$ cat src/rtl/lsu_pkg.sv
// ----------------------------------------------------------------------------
// lsu_pkg
// Shared definitions for the load/store unit:
//   - RV32I load/store funct3 encodings
//   - default data_memory size in bytes
//   - FSM state encoding
//   - lsu_req_error(): decides whether a request is rejected without
//     touching memory (bad funct3, misaligned, or out of range)
// ----------------------------------------------------------------------------
package lsu_pkg;

    localparam logic [2:0] F3_B  = 3'b000;
    localparam logic [2:0] F3_H  = 3'b001;
    localparam logic [2:0] F3_W  = 3'b010;
    localparam logic [2:0] F3_BU = 3'b100;
    localparam logic [2:0] F3_HU = 3'b101;

    localparam int unsigned LSU_MEM_BYTES = 128;

    typedef enum logic [2:0] {
        IDLE,
        RD,
        RD_WAIT,
        WR,
        DONE
    } lsu_state_e;

    // Range is judged on the whole containing word, because data_memory is
    // only ever accessed a word at a time.
    function automatic logic lsu_req_error(
        input logic        write,
        input logic [2:0]  funct3,
        input logic [31:0] addr,
        input logic [31:0] mem_bytes
    );
        logic bad_funct3;
        logic misaligned;
        logic out_of_range;
        bad_funct3   = !(funct3 inside {F3_B, F3_H, F3_W, F3_BU, F3_HU})
                       || (write && funct3[2]);
        misaligned   = ((funct3 == F3_H || funct3 == F3_HU) && addr[0])
                       || (funct3 == F3_W && addr[1:0] != 2'b00);
        out_of_range = ({addr[31:2], 2'b00} + 32'd3) >= mem_bytes;
        return bad_funct3 || misaligned || out_of_range;
    endfunction

endpackage

$ cat src/rtl/load_store_unit_if.sv
// ----------------------------------------------------------------------------
// load_store_unit_if
// Bundles the request/response handshake with the execute stage and the
// word-wide port to data_memory.
//   slave  : the load/store unit side
//   master : the execute stage + data_memory side (the testbench)
// Signals:
//   req_valid/req_ready/req_write/req_funct3/req_addr/req_wdata : request
//   resp_valid/resp_rdata/resp_err                              : response
//   mem_address/mem_write_data/mem_read/mem_write/mem_read_data : memory
// ----------------------------------------------------------------------------
interface load_store_unit_if;

    logic        req_valid;
    logic        req_ready;
    logic        req_write;
    logic [2:0]  req_funct3;
    logic [31:0] req_addr;
    logic [31:0] req_wdata;

    logic        resp_valid;
    logic [31:0] resp_rdata;
    logic        resp_err;

    logic [31:0] mem_address;
    logic [31:0] mem_write_data;
    logic        mem_read;
    logic        mem_write;
    logic [31:0] mem_read_data;

    modport slave (
        input  req_valid, req_write, req_funct3, req_addr, req_wdata,
        input  mem_read_data,
        output req_ready, resp_valid, resp_rdata, resp_err,
        output mem_address, mem_write_data, mem_read, mem_write
    );

    modport master (
        output req_valid, req_write, req_funct3, req_addr, req_wdata,
        output mem_read_data,
        input  req_ready, resp_valid, resp_rdata, resp_err,
        input  mem_address, mem_write_data, mem_read, mem_write
    );

endinterface

$ cat src/rtl/lsu_lane_align.sv
// ----------------------------------------------------------------------------
// lsu_lane_align  (purely combinational)
// Moves bytes/halfwords between their lane in a memory word and the core.
// Ports:
//   funct3_i    in  3   access size / signedness
//   lane_i      in  2   byte offset within the word (addr[1:0])
//   load_word_i in  32  word read from data_memory
//   old_word_i  in  32  word to be partially overwritten by a store
//   wdata_i     in  32  store data (low byte/half used for SB/SH)
//   rdata_o     out 32  extracted and extended load result
//   merged_o    out 32  old_word_i with the store lane(s) replaced
// ----------------------------------------------------------------------------
module lsu_lane_align
    import lsu_pkg::*;
(
    input  logic [2:0]  funct3_i,
    input  logic [1:0]  lane_i,
    input  logic [31:0] load_word_i,
    input  logic [31:0] old_word_i,
    input  logic [31:0] wdata_i,
    output logic [31:0] rdata_o,
    output logic [31:0] merged_o
);

    logic [7:0]  ld_byte;
    logic [15:0] ld_half;

    // Select the addressed lane, then sign- or zero-extend it.
    always_comb begin
        ld_byte = 8'(load_word_i >> {lane_i, 3'b000});
        ld_half = lane_i[1] ? load_word_i[31:16] : load_word_i[15:0];
        case (funct3_i)
            F3_B:    rdata_o = {{24{ld_byte[7]}}, ld_byte};
            F3_BU:   rdata_o = {24'h0, ld_byte};
            F3_H:    rdata_o = {{16{ld_half[15]}}, ld_half};
            F3_HU:   rdata_o = {16'h0, ld_half};
            F3_W:    rdata_o = load_word_i;
            default: rdata_o = 32'h0;
        endcase
    end

    // Overlay the store data on the old word; bytes outside the lane survive.
    always_comb begin
        merged_o = old_word_i;
        case (funct3_i)
            F3_B: merged_o[{lane_i, 3'b000} +: 8] = wdata_i[7:0];
            F3_H: begin
                if (lane_i[1]) merged_o[31:16] = wdata_i[15:0];
                else           merged_o[15:0]  = wdata_i[15:0];
            end
            F3_W:    merged_o = wdata_i;
            default: merged_o = old_word_i;
        endcase
    end

endmodule

$ cat src/rtl/load_store_unit.sv
// ----------------------------------------------------------------------------
// load_store_unit
// Accepts one load/store at a time from the execute stage, validates it and
// performs word-aligned accesses to data_memory. Sub-word stores are done as
// read-modify-write because data_memory only writes whole words.
// Ports:
//   clk    in  1  rising-edge clock
//   rst_n  in  1  synchronous active-low reset
//   bus    slave modport of load_store_unit_if (request, response, memory)
// Parameter:
//   MEM_BYTES  data_memory size; any access touching byte >= MEM_BYTES errors
// ----------------------------------------------------------------------------
module load_store_unit
    import lsu_pkg::*;
#(
    parameter int unsigned MEM_BYTES = LSU_MEM_BYTES
)
(
    input  logic               clk,
    input  logic               rst_n,
    load_store_unit_if.slave   bus
);

    lsu_state_e  state_q, state_d;
    logic        write_q, write_d;
    logic [2:0]  funct3_q, funct3_d;
    logic [31:0] addr_q, addr_d;
    logic [31:0] wdata_q, wdata_d;
    logic [31:0] word_q, word_d;
    logic [31:0] resp_rdata_q, resp_rdata_d;
    logic        resp_err_q, resp_err_d;

    logic        req_err;
    logic [31:0] load_rdata;
    logic [31:0] merged_word;

    assign req_err = lsu_req_error(bus.req_write, bus.req_funct3,
                                   bus.req_addr, MEM_BYTES);

    lsu_lane_align u_lane_align (
        .funct3_i    (funct3_q),
        .lane_i      (addr_q[1:0]),
        .load_word_i (bus.mem_read_data),
        .old_word_i  (word_q),
        .wdata_i     (wdata_q),
        .rdata_o     (load_rdata),
        .merged_o    (merged_word)
    );

    // State, request latch and response registers.
    always_ff @(posedge clk) begin
        if (!rst_n) begin
            state_q      <= IDLE;
            write_q      <= 1'b0;
            funct3_q     <= 3'b000;
            addr_q       <= 32'h0;
            wdata_q      <= 32'h0;
            word_q       <= 32'h0;
            resp_rdata_q <= 32'h0;
            resp_err_q   <= 1'b0;
        end else begin
            state_q      <= state_d;
            write_q      <= write_d;
            funct3_q     <= funct3_d;
            addr_q       <= addr_d;
            wdata_q      <= wdata_d;
            word_q       <= word_d;
            resp_rdata_q <= resp_rdata_d;
            resp_err_q   <= resp_err_d;
        end
    end

    // Next-state logic. Response registers are loaded on the way into DONE
    // so they hold their value until the next response.
    always_comb begin
        state_d      = state_q;
        write_d      = write_q;
        funct3_d     = funct3_q;
        addr_d       = addr_q;
        wdata_d      = wdata_q;
        word_d       = word_q;
        resp_rdata_d = resp_rdata_q;
        resp_err_d   = resp_err_q;
        case (state_q)
            IDLE: begin
                if (bus.req_valid) begin
                    write_d  = bus.req_write;
                    funct3_d = bus.req_funct3;
                    addr_d   = bus.req_addr;
                    wdata_d  = bus.req_wdata;
                    if (req_err) begin
                        resp_rdata_d = 32'h0;
                        resp_err_d   = 1'b1;
                        state_d      = DONE;
                    end else if (!bus.req_write) begin
                        state_d = RD;
                    end else if (bus.req_funct3 == F3_W) begin
                        state_d = WR;
                    end else begin
                        state_d = RD;
                    end
                end
            end
            RD: state_d = RD_WAIT;
            RD_WAIT: begin
                word_d = bus.mem_read_data;
                if (!write_q) begin
                    resp_rdata_d = load_rdata;
                    resp_err_d   = 1'b0;
                    state_d      = DONE;
                end else begin
                    state_d = WR;
                end
            end
            WR: begin
                resp_rdata_d = 32'h0;
                resp_err_d   = 1'b0;
                state_d      = DONE;
            end
            DONE:    state_d = IDLE;
            default: state_d = IDLE;
        endcase
    end

    // Memory strobes are gated by rst_n so a reset cycle never touches memory,
    // which is what makes a reset during WR abort the store cleanly.
    assign bus.req_ready      = (state_q == IDLE);
    assign bus.resp_valid     = (state_q == DONE);
    assign bus.resp_rdata     = resp_rdata_q;
    assign bus.resp_err       = resp_err_q;
    assign bus.mem_read       = (state_q == RD) && rst_n;
    assign bus.mem_write      = (state_q == WR) && rst_n;
    assign bus.mem_address    = (state_q inside {RD, RD_WAIT, WR})
                                ? {addr_q[31:2], 2'b00} : 32'h0;
    assign bus.mem_write_data = (state_q == WR) ? merged_word : 32'h0;

endmodule
$ cat src/flat_wrapper.sv
// flat-port wrapper written by rule: the top's interface ports become plain ports
module load_store_unit_flat import lsu_pkg::*;
#(
    parameter int unsigned MEM_BYTES = LSU_MEM_BYTES
)
  (clk, rst_n, bus_req_valid, bus_req_write, bus_req_funct3, bus_req_addr, bus_req_wdata, bus_mem_read_data, bus_req_ready, bus_resp_valid, bus_resp_rdata, bus_resp_err, bus_mem_address, bus_mem_write_data, bus_mem_read, bus_mem_write);
  load_store_unit_if bus_i ();
  input  logic clk;
  input  logic rst_n;
  input wire logic [$bits(bus_i.req_valid)-1:0] bus_req_valid;
  input wire logic [$bits(bus_i.req_write)-1:0] bus_req_write;
  input wire logic [$bits(bus_i.req_funct3)-1:0] bus_req_funct3;
  input wire logic [$bits(bus_i.req_addr)-1:0] bus_req_addr;
  input wire logic [$bits(bus_i.req_wdata)-1:0] bus_req_wdata;
  input wire logic [$bits(bus_i.mem_read_data)-1:0] bus_mem_read_data;
  output wire logic [$bits(bus_i.req_ready)-1:0] bus_req_ready;
  output wire logic [$bits(bus_i.resp_valid)-1:0] bus_resp_valid;
  output wire logic [$bits(bus_i.resp_rdata)-1:0] bus_resp_rdata;
  output wire logic [$bits(bus_i.resp_err)-1:0] bus_resp_err;
  output wire logic [$bits(bus_i.mem_address)-1:0] bus_mem_address;
  output wire logic [$bits(bus_i.mem_write_data)-1:0] bus_mem_write_data;
  output wire logic [$bits(bus_i.mem_read)-1:0] bus_mem_read;
  output wire logic [$bits(bus_i.mem_write)-1:0] bus_mem_write;
  assign bus_i.req_valid = bus_req_valid;
  assign bus_i.req_write = bus_req_write;
  assign bus_i.req_funct3 = bus_req_funct3;
  assign bus_i.req_addr = bus_req_addr;
  assign bus_i.req_wdata = bus_req_wdata;
  assign bus_i.mem_read_data = bus_mem_read_data;
  assign bus_req_ready = bus_i.req_ready;
  assign bus_resp_valid = bus_i.resp_valid;
  assign bus_resp_rdata = bus_i.resp_rdata;
  assign bus_resp_err = bus_i.resp_err;
  assign bus_mem_address = bus_i.mem_address;
  assign bus_mem_write_data = bus_i.mem_write_data;
  assign bus_mem_read = bus_i.mem_read;
  assign bus_mem_write = bus_i.mem_write;
  load_store_unit #(.MEM_BYTES(MEM_BYTES)) u_core (.clk(clk), .rst_n(rst_n), .bus(bus_i));
endmodule
$ cat config.mk
export PLATFORM = sky130hd
export DESIGN_NAME = load_store_unit_flat
export DESIGN_NICKNAME = d
export VERILOG_FILES = /design/src/rtl/lsu_pkg.sv /design/src/rtl/load_store_unit_if.sv /design/src/rtl/lsu_lane_align.sv /design/src/rtl/load_store_unit.sv /design/src/flat_wrapper.sv
export SDC_FILE = /design/constraint.sdc
export NUM_CORES = 1
export LEC_CHECK = 0
export ABC_AREA = 1
export ABC_CLOCK_PERIOD_IN_PS = 2500
export CAP_MARGIN = 10
export CORE_MARGIN = 2
export CORE_UTILIZATION = 45
export CTS_CLUSTER_SIZE = 30
export DETAILED_ROUTE_END_ITERATION = 12
export MAX_ROUTING_LAYER = met4
export PLACE_DENSITY = 0.77
export SLEW_MARGIN = 20
export SYNTH_ARGS = -nofsm -noshare
export SYNTH_HDL_FRONTEND = slang
export SYNTH_SLANG_ARGS = --single-unit
$ cat constraint.sdc
create_clock -name clk -period 2.5 [get_ports clk]
set_clock_uncertainty 0.05 [all_clocks]
set_input_delay 0.375 -clock clk [delete_from_list [all_inputs] [get_ports clk]]
set_output_delay 0.375 -clock clk [all_outputs]
set_load 0.02 [all_outputs]
# Yosys cells after proc, flatten, opt, wreduce, memory -nomap -nowiden
# Cells that the tools add are included.
[totals] reg_bits=136 input_bits=103 out_inout_bits=101
[op_classes] add_sub_neg=2 magnitude_cmp=1 n_eq_ne=15 shift=3 muxes=22 n_reduce_logical=20
[ops] cell="case mux 32 bit (3 select lines)" count=2
[ops] cell="two-way mux 32 bit" count=5
[ops] cell="case mux 32 bit (5 select lines)" count=1
[ops] cell="two-way mux 16 bit" count=3
[ops] cell="adder 32 x 2 -> 32 bit, second input constant" count=1
[ops] cell="bitwise mux 32 bit" count=1
[ops] cell=">= comparator 32 x 8 -> 1 bit, second input constant" count=1
[ops] cell="variable shift 8 x 7 -> 32 bit, first input constant" count=1
[ops] cell="variable part select 8 x 7 -> 32 bit" count=1
[ops] cell="right shift 32 x 5 -> 8 bit" count=1
[ops] cell="equality test 3 bit, second input constant" count=5
[ops] cell="equality test 3 x 2 -> 1 bit, second input constant" count=4
[ops] cell="two-way mux 3 bit" count=4
[ops] cell="case mux 3 bit (4 select lines)" count=1
[ops] cell="equality test 3 x 1 -> 1 bit, second input constant" count=3
[ops] cell="logical NOT 3 bit" count=3
[ops] cell="negation 5 -> 7 bit" count=1
[ops] cell="nonzero test 3 bit" count=2
[ops] cell="logical AND 1 bit" count=5
[ops] cell="logical OR 1 bit" count=5
[ops] cell="nonzero test 5 bit" count=1
[ops] cell="!= test 2 bit, second input constant" count=2
[ops] cell="AND reduction 4 bit" count=1
[ops] cell="two-way mux 1 bit" count=3
[ops] cell="other kinds (6)" count=6

# Logic depth before layout (Yosys ltp)
[depth] word_depth=9 depth_mapped=12 ltp_nobuf=11

# Cells and area by module
# From an unflattened synthesis, not the netlist that was laid out.
[unflattened] cells_unflattened=1573 area_unflattened_um2=8859.7
[modules_own_cells] mod="load_store_unit" instances=1 cells_per_inst=881 area_each_um2=5978.2
[modules_own_cells] mod="lsu_lane_align" instances=1 cells_per_inst=692 area_each_um2=2881.5

# Worst setup path after synthesis
# No wires, ideal clock.
[synth_path] path_kind="register to output" start="register u_core.addr_q[1]" end="output bus_mem_write_data[0]" t_arrival_ps=1985 t_required_ps=2075 setup_slack_ps=90 path_stages_with_launch=10 n_path_buf=2 cell_sequence="dfxtp_1 inv_2 clkbuf_1 ha_1 clkbuf_1 nor2_1 nand4_1 nand2_1 nand3_1 a21oi_1"
[synth_via] elab_chain_len=5
[synth_rtl] element="start, declared" line="load_store_unit.sv:27" rtl="logic [31:0] addr_q, addr_d;"
[synth_rtl] element="start signal, assigned" line="load_store_unit.sv:65" rtl="addr_q <= addr_d;"
[synth_rtl] element="negation 5 -> 7 bit" line="lsu_lane_align.sv:46" rtl="F3_B: merged_o[{lane_i, 3'b000} +: 8] = wdata_i[7:0];"
[synth_rtl] element="variable part select 8 x 7 -> 32 bit / variable shift 8 x 7 -> 32 bit (equally long branches)" line="lsu_lane_align.sv:46"
[synth_rtl] element="bitwise mux 32 bit" line="lsu_lane_align.sv:46"
[synth_rtl] element="case mux 32 bit (3 select lines) (*)" line="lsu_lane_align.sv:45" rtl="case (funct3_i)"
[synth_rtl] element="two-way mux 32 bit (*)" line="load_store_unit.sv:135" rtl="assign bus.mem_write_data = (state_q == WR) ? merged_word : 32'h0;"
[synth_rtl] element="end, declared" line="flat_wrapper.sv:21" rtl="output wire logic [$bits(bus_i.mem_write_data)-1:0] bus_mem_write_data;"
# Mark *: on every way between the ends. The rest lies on a longest branch, timed or not.

# Worst setup path after layout
[layout_path] start="register u_core.addr_q[0]" end="output bus_mem_write_data[13]"
[layout_via] elab_chain_len=5
[layout_rtl] element="negation 5 -> 7 bit (*)" line="lsu_lane_align.sv:46"
[layout_rtl] element="variable part select 8 x 7 -> 32 bit / variable shift 8 x 7 -> 32 bit (equally long branches)" line="lsu_lane_align.sv:46"
[layout_rtl] element="bitwise mux 32 bit (*)" line="lsu_lane_align.sv:46"
[layout_rtl] element="case mux 32 bit (3 select lines) (*)" line="lsu_lane_align.sv:45"
[layout_rtl] element="two-way mux 32 bit (*)" line="load_store_unit.sv:135"
# Marks and branches as above.

==> qor.csv <==
stage;metric;value;unit
power;Seq pwr share;0.385;
final_layout;share of cells above drive strength 1;0.108;
setup_path;kind of critical path;reg -> out;
yosys;Post-synth EDFFs;0;
sta;RSZ-0062 raised after global routing;yes;
power;P_int;4.31;mW
global_route;vias in the first global route;8184;
yosys;library cells used by synthesis;28;
global_route;initial antenna violation count;1;
sta;Tmin final;2.44;ns
floorplan;I/O pin total;204;
sta;Final WS setup;0.0627;ns
yosys;async set-or-reset flop fraction in the synthesized netlist;0;
sta;Final Hold Viols;0;
yosys;post-synthesis cell count;1252;
drt;DR vias/cell;5.17;
clock_network;Root Buffer;clkbuf_16;
setup_path;critical path arrival;2.01;ns
run_status;outcome;finished, final reports clean;
sta;Max Clk Rate;410;MHz
power;Sw Ratio;0.301;
setup_path;Worst Path Max Fanout;15;
floorplan;Initial Util;0.460;
final_layout;Area Growth Syn to Fin;38.7;%
final_layout;Nets;1554;
yosys;Syn Std Cell Area;7630;µm²
clock_network;H-tree depth;4;
clock_network;CTS tree;built;
sta;worst slew pin tran;0.710;ns
placement;DP Worst Slack;-0.0486;ns
floorplan;Die X-Extent;134;µm
floorplan;Core ar.;16600;µm²
placement;IO Port Bufs;201;
global_route;first-pass GRT wire length;39700;µm
floorplan;die height;134;µm
power;worst vdd ir;0.521;mV
flow_run;Max Cap Violations;0;
yosys;post-synthesis sequential area ratio;0.357;
drt;detailed-route via count;8687;
setup_path;Startpoint Class;flop;
yosys;Main synth FF type;dfxtp_1;
drt;DRT iter0 DRCs;671;
setup_path;worst r2r path cells;13;
yosys;synth warn;0;
power;Total Power;6.16;mW
power;Logic pwr share;0.217;
clock_network;clock buffer depth;2;
yosys;FF+latch count, synth;136;
setup_path;critical path capture point type;primary output;
drt;DRT Wirelength;25300;µm
setup_path;Worst Path Required;2.08;ns
clock_network;clk_lat worst skew;0.43;ns
global_route;largest net degree at the start of global routing;84;
sta;Pins Over Slew Limit;0;
global_route;GRT Overall Usage;0.285;
power;net switching power of the design;1.85;mW
drt;WL/cell;15.1;µm
placement;gpl congestion;0.941;
sta;crit share post-route;0.975;
power;Pleak;4.93;nW
hold_path;Min-Delay Path Depth;4;
power;PD cells;582;nW/µm²
yosys;Avg Cell Area, Syn;6.09;µm²
floorplan;Row Count;47;
clock_network;Inserted Clock Buffers;17;
drt;drt pass-1 iters;7;
power;Clk pwr share;0.399;
drt;DRC;0;
placement;detailed placement HPWL;18600;µm
floorplan;Total Die Area;18000;µm²
final_layout;# fillers;1576;
sta;Setup-failing EPs final;0;
clock_network;clock tree sinks;136;
hold_path;Worst Hold Class;in -> reg;
drt;Routed Antenna Nets;0;
clock_network;Worst-path clk slew;0.06;ns
sta;relative slew slack;0.527;
global_route;gr ovfl total;0;
-- layer usage --
| metal | up-vias | share of wire | wire length, µm | global-route usage |
|---|---|---|---|---|
| met5 | - | 0 | 0 | - |
| met4 | 0 | 0.032 | 809 | 0.118 |
| met3 | 53 | 0.070 | 1760 | 0.0537 |
| met2 | 323 | 0.47 | 11900 | 0.461 |
| met1 | 3955 | 0.43 | 10800 | 0.349 |
| li1 | 4356 | - | - | - |
-- worst max-delay path: stages, from the launching register on --
cell,delay [ns]
dfxtp_2,0.32
buf_4,0.19
ha_2,0.21
buf_4,0.14
o21ai_4,0.26
nand2_1,0.13
a21oi_2,0.18
buf_4,0.16
-- cell families after synthesis --
| group | synth area share |
|---|---|
| flip-flops | 0.357 |
| adder cells (fa/ha/maj) | 0.00820 |
| AO/OA/AOI/OAI | 0.197 |
| AND/OR/NAND/NOR | 0.302 |
| other | 0.000492 |
| buffers and inverters | 0.135 |
-- metrics by stage --
step	cells	setup TNS [ns]	hold WS, ns	cell area (µm²)	util
global route	1679	-0.121	0.409	10600	0.638
CTS	1677	-0.00659	0.369	10500	0.635
floorplan	1253	0	0.374	7630	-
detailed placement	1646	-0.302	0.391	10000	0.604
finish	1679	0	0.379	10600	0.638
global placement	1646	-0.0789	0.387	10000	0.604
-- worst paths after layout --
check / end / start / slack [ns]
max: bus_mem_write_data[13] / u_core.addr_q[0] / 0.06
min: u_core.state_q[2] / rst_n / 0.38
max reg2reg: u_core.bus.resp_rdata[21] / u_core.addr_q[1] / 0.53
min reg2reg: u_core.wdata_q[22] / u_core.wdata_q[22] / 0.40
-- sequential cells by signal (all words and copies together) (netlist names) --
signal,count
u_core.word_q,32
u_core.funct3_q,3
u_core.state_q,3
u_core.bus.resp_err,1
u_core.addr_q,32
u_core.bus.resp_rdata,32
u_core.write_q,1
u_core.wdata_q,32
-- cell usage in the layout (no fill, tap or decap), drive strengths merged --
master,Yosys,layout
dlymetal6s2s,0,7
ha,5,5
nand3,51,51
nor2,173,173
clkbuf,45,28
buf,34,78
clkdlybuf4s50,0,159
o211ai,2,2
clkinv,0,3
clkinvlp,0,3
nand4,34,34
nand2,295,295
nor3,8,8
bufinv,0,1
conb,1,2
dlygate4sd2,0,2
o21ai,154,154
dfxtp,136,136
inv,182,185
o21ba,1,1
diode,0,1
o31ai,4,4
o22ai,9,9
a21oi,118,118
-- synth_stat cells (3+ instances only) --
| library cell | instances | share of area |
|---|---|---|
| nand2_1 | 291 | 0.14 |
| inv_1 | 178 | 0.088 |
| nor2_1 | 170 | 0.084 |
| o21ai_0 | 146 | 0.096 |
| dfxtp_1 | 136 | 0.36 |
| a21oi_1 | 116 | 0.076 |
| nand3_1 | 49 | 0.032 |
| clkbuf_1 | 45 | 0.022 |
| nand4_1 | 34 | 0.028 |
| buf_2 | 22 | 0.014 |
| o22ai_1 | 9 | 0.0074 |
| nor3_1 | 8 | 0.0052 |
| buf_1 | 7 | 0.0034 |
| o21ai_1 | 6 | 0.0039 |
| ha_1 | 5 | 0.0082 |
| inv_2 | 4 | 0.0020 |
| nand2_2 | 4 | 0.0033 |
| o31ai_1 | 4 | 0.0039 |
| buf_4 | 3 | 0.0030 |
-- power groups by stage --
stage	Sequential, mW	Clock, mW	Combinational [mW]
final	2.37	2.46	1.33
after global placement	2.41	0	1.26
after global routing	2.38	2.58	1.47
after floorplan	2.45	0	0.706
after detailed placement	2.41	0	1.28
after CTS	2.37	2.48	1.31
-- area by class of cell --
class / count / area [µm²] / area share
clock inverter: 10 / 93.8 / 0.00887
tap: 220 / 275 / 0.0260
inverter: 182 / 686 / 0.0648
clock buffer: 21 / 470 / 0.0445
multi-input combinational: 856 / 3980 / 0.376
antenna: 1 / 2.50 / 0.000237
timing repair buffer: 253 / 2340 / 0.222
sequential: 136 / 2730 / 0.258
-- repair_timing --
action	CTS	global route
gates resized for setup	128	65
pin swaps	1	6
hold buffers	0	0
endpoints found under the setup margin	34	61
gates cloned	0	0
buffers inserted	0	1
Power figures use the tool's default switching activity.
